<file path="config.mk">
export PLATFORM = sky130hd
export DESIGN_NAME = change_dispenser
export DESIGN_NICKNAME = d
export VERILOG_FILES = /design/src/rtl/retro_vending_pkg.sv /design/src/rtl/change_pulse_timer.sv /design/src/rtl/change_dispenser.sv
export SDC_FILE = /design/constraint.sdc
export NUM_CORES = 1
export LEC_CHECK = 0
export ABC_AREA = 1
export BUFFER_PORTS_ARGS = -buffer_cell sky130_fd_sc_hd__clkbuf_2
export CELL_PAD_IN_SITES_DETAIL_PLACEMENT = 1
export CELL_PAD_IN_SITES_GLOBAL_PLACEMENT = 1
export CORE_MARGIN = 10
export CORE_UTILIZATION = 40
export CTS_CLUSTER_SIZE = 10
export DETAILED_ROUTE_END_ITERATION = 16
export PLACE_DENSITY = 0.91
export SLEW_MARGIN = 20
export SYNTH_ARGS = -nofsm -noshare
export SYNTH_HDL_FRONTEND = slang
export SYNTH_SLANG_ARGS = --single-unit
</file>
<file path="constraint.sdc">
create_clock -name clk -period 2.1 [get_ports clk]
set_clock_uncertainty 0.05 [all_clocks]
set_input_delay 0.42 -clock clk [delete_from_list [all_inputs] [get_ports clk]]
set_output_delay 0.42 -clock clk [all_outputs]
set_load 0.05 [all_outputs]
</file>
<file path="src/rtl/retro_vending_pkg.sv">
// Shared types and constants for the retro vending change path.
// Coin values, dispenser FSM states and coin select encoding.
package retro_vending_pkg;

  localparam int COIN_5_CENTS  = 5;
  localparam int COIN_10_CENTS = 10;
  localparam int COIN_25_CENTS = 25;

  typedef enum logic [2:0] {
    ST_IDLE,
    ST_PICK,
    ST_EJECT,
    ST_GAP,
    ST_DONE
  } disp_state_e;

  typedef enum logic [1:0] {
    COIN_NONE,
    COIN_NICKEL,
    COIN_DIME,
    COIN_QUARTER
  } coin_sel_e;

  // Solenoid pattern {25, 10, 5} for a selected coin.
  function automatic logic [2:0] coin_onehot(coin_sel_e c);
    logic [2:0] oh;
    oh = 3'b000;
    unique case (c)
      COIN_QUARTER: oh = 3'b100;
      COIN_DIME:    oh = 3'b010;
      COIN_NICKEL:  oh = 3'b001;
      default:      oh = 3'b000;
    endcase
    return oh;
  endfunction

endpackage

</file>
<file path="src/rtl/change_pulse_timer.sv">
// Loadable down-counter timing eject pulses and inter-coin gaps.
// expired is high while the count sits at zero.
module change_pulse_timer #(
  parameter int CNT_W = 16
) (
  input  logic             clk,
  input  logic             reset,
  input  logic             load,
  input  logic             count,
  input  logic [CNT_W-1:0] load_val,
  output logic             expired
);

  logic [CNT_W-1:0] cnt_q;

  // Load wins over counting; counting stops at zero.
  always_ff @(posedge clk) begin
    if (!reset) begin
      cnt_q <= '0;
    end else if (load) begin
      cnt_q <= load_val;
    end else if (count && cnt_q != '0) begin
      cnt_q <= cnt_q - 1'b1;
    end
  end

  assign expired = (cnt_q == '0);

endmodule

</file>
<file path="src/rtl/change_dispenser.sv">
// Greedy quarter/dime/nickel change payout with timed solenoid pulses.
// Optional exact-change lamp output: CHANGE_DISP_EXACT_CHANGE_EN.
module change_dispenser
  import retro_vending_pkg::*;
#(
  parameter int CENTS_W      = 8,
  parameter int STOCK_W      = 6,
  parameter int PULSE_CYCLES = 4,
  parameter int GAP_CYCLES   = 4,
  parameter int INIT_Q       = 20,
  parameter int INIT_D       = 20,
  parameter int INIT_N       = 20
) (
  input  logic               clk,
  input  logic               reset,
  input  logic               change_valid,
  output logic               change_ready,
  input  logic [CENTS_W-1:0] change_amt,
  input  logic               refill,
  input  logic [STOCK_W-1:0] refill_q,
  input  logic [STOCK_W-1:0] refill_d,
  input  logic [STOCK_W-1:0] refill_n,
  output logic               eject_25,
  output logic               eject_10,
  output logic               eject_5,
  output logic               busy,
  output logic               done,
  output logic               short,
  output logic [CENTS_W-1:0] shortfall_amt,
  output logic [STOCK_W-1:0] stock_q,
  output logic [STOCK_W-1:0] stock_d,
  output logic [STOCK_W-1:0] stock_n
`ifdef CHANGE_DISP_EXACT_CHANGE_EN
  ,
  output logic               exact_change
`endif
);

  localparam int TMR_W = 16;
  localparam logic [TMR_W-1:0] PULSE_VAL =
    TMR_W'(PULSE_CYCLES - 1);
  localparam logic [TMR_W-1:0] GAP_VAL =
    TMR_W'(GAP_CYCLES - 1);

  localparam logic [CENTS_W-1:0] C25 =
    CENTS_W'(COIN_25_CENTS);
  localparam logic [CENTS_W-1:0] C10 =
    CENTS_W'(COIN_10_CENTS);
  localparam logic [CENTS_W-1:0] C5 =
    CENTS_W'(COIN_5_CENTS);

  disp_state_e        state_q;
  logic [CENTS_W-1:0] rem_q;
  logic [CENTS_W-1:0] rem_d;
  logic [STOCK_W-1:0] sq_q;
  logic [STOCK_W-1:0] sd_q;
  logic [STOCK_W-1:0] sn_q;
  logic [2:0]         eject_q;
  logic               busy_q;
  logic               done_q;
  logic               short_q;
  logic               rdy_q;
  logic [CENTS_W-1:0] shortfall_q;
  coin_sel_e          sel_d;

  logic             tmr_load;
  logic             tmr_count;
  logic [TMR_W-1:0] tmr_val;
  logic             tmr_exp;

  // Greedy coin choice; the guards keep rem and stock from wrapping.
  always_comb begin
    sel_d = COIN_NONE;
    rem_d = rem_q;
    if (rem_q >= C25 && sq_q != '0) begin
      sel_d = COIN_QUARTER;
      rem_d = rem_q - C25;
    end else if (rem_q >= C10 && sd_q != '0) begin
      sel_d = COIN_DIME;
      rem_d = rem_q - C10;
    end else if (rem_q >= C5 && sn_q != '0) begin
      sel_d = COIN_NICKEL;
      rem_d = rem_q - C5;
    end
  end

  // One timer serves both the pulse and the gap phase.
  always_comb begin
    tmr_load  = 1'b0;
    tmr_count = 1'b0;
    tmr_val   = GAP_VAL;
    unique case (state_q)
      ST_PICK: begin
        tmr_load = (sel_d != COIN_NONE);
        tmr_val  = PULSE_VAL;
      end
      ST_EJECT: begin
        tmr_load  = tmr_exp;
        tmr_count = 1'b1;
      end
      ST_GAP: begin
        tmr_count = 1'b1;
      end
      default: begin
        tmr_load = 1'b0;
      end
    endcase
  end

  change_pulse_timer #(
    .CNT_W (TMR_W)
  ) u_timer (
    .clk      (clk),
    .reset    (reset),
    .load     (tmr_load),
    .count    (tmr_count),
    .load_val (tmr_val),
    .expired  (tmr_exp)
  );

  // Payout FSM with registered outputs and stock bookkeeping.
  always_ff @(posedge clk) begin
    if (!reset) begin
      state_q     <= ST_IDLE;
      rem_q       <= '0;
      sq_q        <= STOCK_W'(INIT_Q);
      sd_q        <= STOCK_W'(INIT_D);
      sn_q        <= STOCK_W'(INIT_N);
      eject_q     <= 3'b000;
      busy_q      <= 1'b0;
      done_q      <= 1'b0;
      short_q     <= 1'b0;
      rdy_q       <= 1'b1;
      shortfall_q <= '0;
    end else begin
      unique case (state_q)
        ST_IDLE: begin
          if (refill) begin
            sq_q <= refill_q;
            sd_q <= refill_d;
            sn_q <= refill_n;
          end else if (change_valid) begin
            rem_q       <= change_amt;
            shortfall_q <= '0;
            busy_q      <= 1'b1;
            rdy_q       <= 1'b0;
            state_q     <= ST_PICK;
          end
        end
        ST_PICK: begin
          if (sel_d == COIN_QUARTER) begin
            sq_q <= sq_q - 1'b1;
          end
          if (sel_d == COIN_DIME) begin
            sd_q <= sd_q - 1'b1;
          end
          if (sel_d == COIN_NICKEL) begin
            sn_q <= sn_q - 1'b1;
          end
          if (sel_d != COIN_NONE) begin
            rem_q   <= rem_d;
            eject_q <= coin_onehot(sel_d);
            state_q <= ST_EJECT;
          end else begin
            done_q      <= 1'b1;
            short_q     <= (rem_q != '0);
            shortfall_q <= rem_q;
            state_q     <= ST_DONE;
          end
        end
        ST_EJECT: begin
          if (tmr_exp) begin
            eject_q <= 3'b000;
            state_q <= ST_GAP;
          end
        end
        ST_GAP: begin
          if (tmr_exp) begin
            state_q <= ST_PICK;
          end
        end
        ST_DONE: begin
          done_q  <= 1'b0;
          short_q <= 1'b0;
          busy_q  <= 1'b0;
          rdy_q   <= 1'b1;
          state_q <= ST_IDLE;
        end
        default: begin
          eject_q <= 3'b000;
          busy_q  <= 1'b0;
          rdy_q   <= 1'b1;
          state_q <= ST_IDLE;
        end
      endcase
    end
  end

  // A same-cycle refill blocks the handshake for that cycle.
  assign change_ready  = rdy_q & ~refill;
  assign eject_25      = eject_q[2];
  assign eject_10      = eject_q[1];
  assign eject_5       = eject_q[0];
  assign busy          = busy_q;
  assign done          = done_q;
  assign short         = short_q;
  assign shortfall_amt = shortfall_q;
  assign stock_q       = sq_q;
  assign stock_d       = sd_q;
  assign stock_n       = sn_q;

`ifdef CHANGE_DISP_EXACT_CHANGE_EN
  logic exact_q;

  // Lamp when nickels or dimes run too low to make change.
  always_ff @(posedge clk) begin
    if (!reset) begin
      exact_q <= 1'b0;
    end else begin
      exact_q <= (sn_q < STOCK_W'(2)) || (sd_q == '0);
    end
  end

  assign exact_change = exact_q;
`endif

endmodule

</file>
==> metrics.md <==
| Metric | Value |
|---|---|
| Layout cells sized above 1 | `24.54%` |
| Dominant synthesized flop cell | `dfxtp_1` |
| Hold slack | `0.3106 ns` |
| Initial Util | `41.58%` |
| Fillers | `1,298` |
| Root Buffer | `clkbuf_8` |
| Final Util | `51.92%` |
| Final HPWL DP | `9.839 mm` |
| Worst slew pin tran | `0.5333 ns` |
| Syn_area_per_cell | `6.338 um^2` |
| Port buffer count | `62` |
| Endpoints failing hold | `0` |
| Boundary Pins | `63` |
| Slew Viols, Final | `0` |
| Crit Path Class | `reg -> reg` |
| Largest cells by area after synthesis | `dfxtp_1 31%, nand2_1 14%, nor2_1 11%` |
| Placement Cell Area | `4442 um^2` |
| Largest net degree at the start of global routing | `32` |
| Synth area leader | `dfxtp_1` |
| Drt initial violations | `213` |
| Synth top cells by count | `140 x nand2_1, 111 x nor2_1, 76 x inv_1` |
| Layout Nets | `746` |
| Clock buffer count from CTS | `9` |
| Leakage power | `2.523 nW` |
| CTS tree | `yes` |
| Area of the multi-input gates | `2360 um^2` |
| Congestion Overflow GR | `0` |
| Diodes inserted | `0` |
| Outcome | `finished, final reports clean` |
| Power Total | `9.886 mW` |
| Max-slew headroom | `64.41%` |
| Core Rows | `35` |
| Post-route cell area | `4843 um^2` |
| Vias in the first global route | `4,589` |
| CP Max Fanout | `4` |
| Total Routing Usage GR | `18.51%` |
| Total clock sinks | `60` |
| CP arrival | `2.21 ns` |
| Final period util | `97.32%` |
| Sequential area share after synthesis | `30.97%` |
| Setup TNS | `0 ns` |
| Top-area cell type share of the netlist area | `30.97%` |
| Wire per inst | `16.09 um` |
| Register area | `1206 um^2` |
| Global-route wire length before repair | `21.97 mm` |
| Fin crit period | `2.044 ns` |
| Async S/R FF share, synth | `0%` |
| Core ar. | `9328 um^2` |
| Worst path required time | `2.26 ns` |
| Drt via density | `5.088` |
| CP startpoint kind | `flop` |
| Clock Latency Late Sink | `0.35 ns` |
| PwrDens | `2041 nW/um^2` |
| Via count | `4,264` |
| Final Non-Filler Cells | `838` |
| Synth Instances | `612` |
| Syn-to-layout area delta | `24.87%` |
| Post-DRT Antenna Nets | `0` |
| Yosys warning count | `0` |
| Most common cell in the synthesized netlist | `nand2_1` |
| Max IR drop VDD | `0.7657 mV` |
| H-tree Lvls | `3` |
| Die area | `14,040 um^2` |
| # setup viols final | `0` |
| Pre-Repair DR Iteration Count | `4` |
| Synth cell types | `37` |
| Synthesized Nets | `654` |
| Clock transition at path regs | `0.08 ns` |
| Synth Cell Area | `3879 um^2` |
| EDFF count, synth | `0` |
| Die height | `118.5 um` |
| CTS Buffer Depth | `2` |
| DRC | `0` |
| Hold buffer count at cts | `0` |
| GPL Wtd Cong | `0.9467` |
| Post-synthesis register bit count | `60` |
| Initial antenna violation count | `0` |
| Chip width | `118.5 um` |
| Fmax | `489.3 MHz` |
| Placed cells | `810` |
| DP Worst Slack | `-0.05011 ns` |
| MaxCap Viol Count | `0` |
| Hold WC Path Type | `in -> reg` |
| WL final | `13.48 mm` |
| Critical path capture point type | `flop` |
| Fin worst setup slack | `0.05625 ns` |
## area by class of cell
cell class              instances  area share [%]
flip-flops and latches         60           24.90
clock inverters                 6           1.834
repair buffers                 97           12.09
inverters                      82           6.484
well taps                     129           3.332
multi-input cells             454           48.72
clock buffers                  10           2.635
## registers in the layout, indices dropped and copies added, names as in the netlist
register,cells
state_q,3
shortfall_amt,8
busy,1
stock_d,6
done,1
u_timer.cnt_q,16
rem_q,8
stock_q,6
eject_q,3
stock_n,6
rdy_q,1
short,1
## layout by cell type (no fill, tap or decap), types with 2 or more instances in the layout
cell	Yosys	layout
a21oi_1	32	32
buf_4	1	34
bufinv_16	0	2
clkbuf_2	0	62
clkbuf_8	0	9
clkinvlp_4	0	3
dfxtp_1	60	56
dfxtp_2	0	4
ha_1	12	10
ha_2	0	2
inv_1	76	74
inv_2	4	6
mux2i_1	4	4
nand2_1	140	133
nand2_2	10	15
nand2_4	4	5
nand3_1	43	43
nand3_2	4	2
nand3_4	0	2
nand4_1	2	2
nor2_1	111	104
nor2_2	8	13
nor2_4	2	4
nor3_1	11	11
o211ai_1	3	3
o21ai_0	36	36
o21ai_1	3	2
o21ai_2	1	2
xnor2_1	3	3
xor2_1	15	15
## kinds of logic (layout without fill, tap and decap cells)
family / Yosys count / count (layout) / synth area share, %
compound gates: 80 / 80 / 11.13
mux: 4 / 4 / 1.032
simple gates: 340 / 340 / 38.42
flops: 60 / 60 / 30.97
xor+xnor: 18 / 18 / 4.065
buf+inv: 98 / 195 / 10.52
fa+ha+maj: 12 / 12 / 3.871
## layer usage
layer | track usage, % | part of all wire (%) | up-vias | routed length, um
met2 | 34.28 | 52 | 95 | 7036
met4 | 6.336 | 2.0 | 0 | 267
met5 | 0 | 0 | - | 0
met3 | 3.427 | 3.5 | 27 | 477
li1 | - | - | 2104 | -
met1 | 20.64 | 42 | 2038 | 5700
## power breakdown
| group | internal (mW) | leakage (nW) | switching [mW] | total (mW) |
|---|---|---|---|---|
| combinational | 2.22 | 1.93 | 4.55 | 6.78 |
| clock | 0.668 | 0.102 | 0.518 | 1.19 |
| sequential | 1.55 | 0.494 | 0.374 | 1.92 |
## critical path, stage by stage, from the launching register on
cell and delay (ns):
dfxtp_2 0.34, inv_1 0.06, ha_1 0.21, inv_2 0.08, nor2_4 0.04, nand3_4 0.11, inv_1 0.07, nor2_2 0.19
nand2_2 0.11, buf_4 0.14, inv_1 0.07, nand2_1 0.09, nand2_1 0.07, nand3_1 0.11, nand2_2 0.11, nor2_1 0.04
## worst paths after layout
kind / start / end / slack [ns] / cells past startpoint
max: stock_d[0] / rem_q[0] / 0.06 / 15
min: refill_q[4] / stock_q[4] / 0.31 / 3
min reg2reg: busy / busy / 0.42 / 2
max reg2reg: stock_d[0] / rem_q[0] / 0.06 / 15
## what timing repair did
action | 4_1_cts | 5_1_grt
setup endpoints to repair | 8 | 48
pin swaps | 1 | 6
gates resized for setup | 3 | 26
buffers inserted | 2 | 10
(Power assumes the default switching activity.)
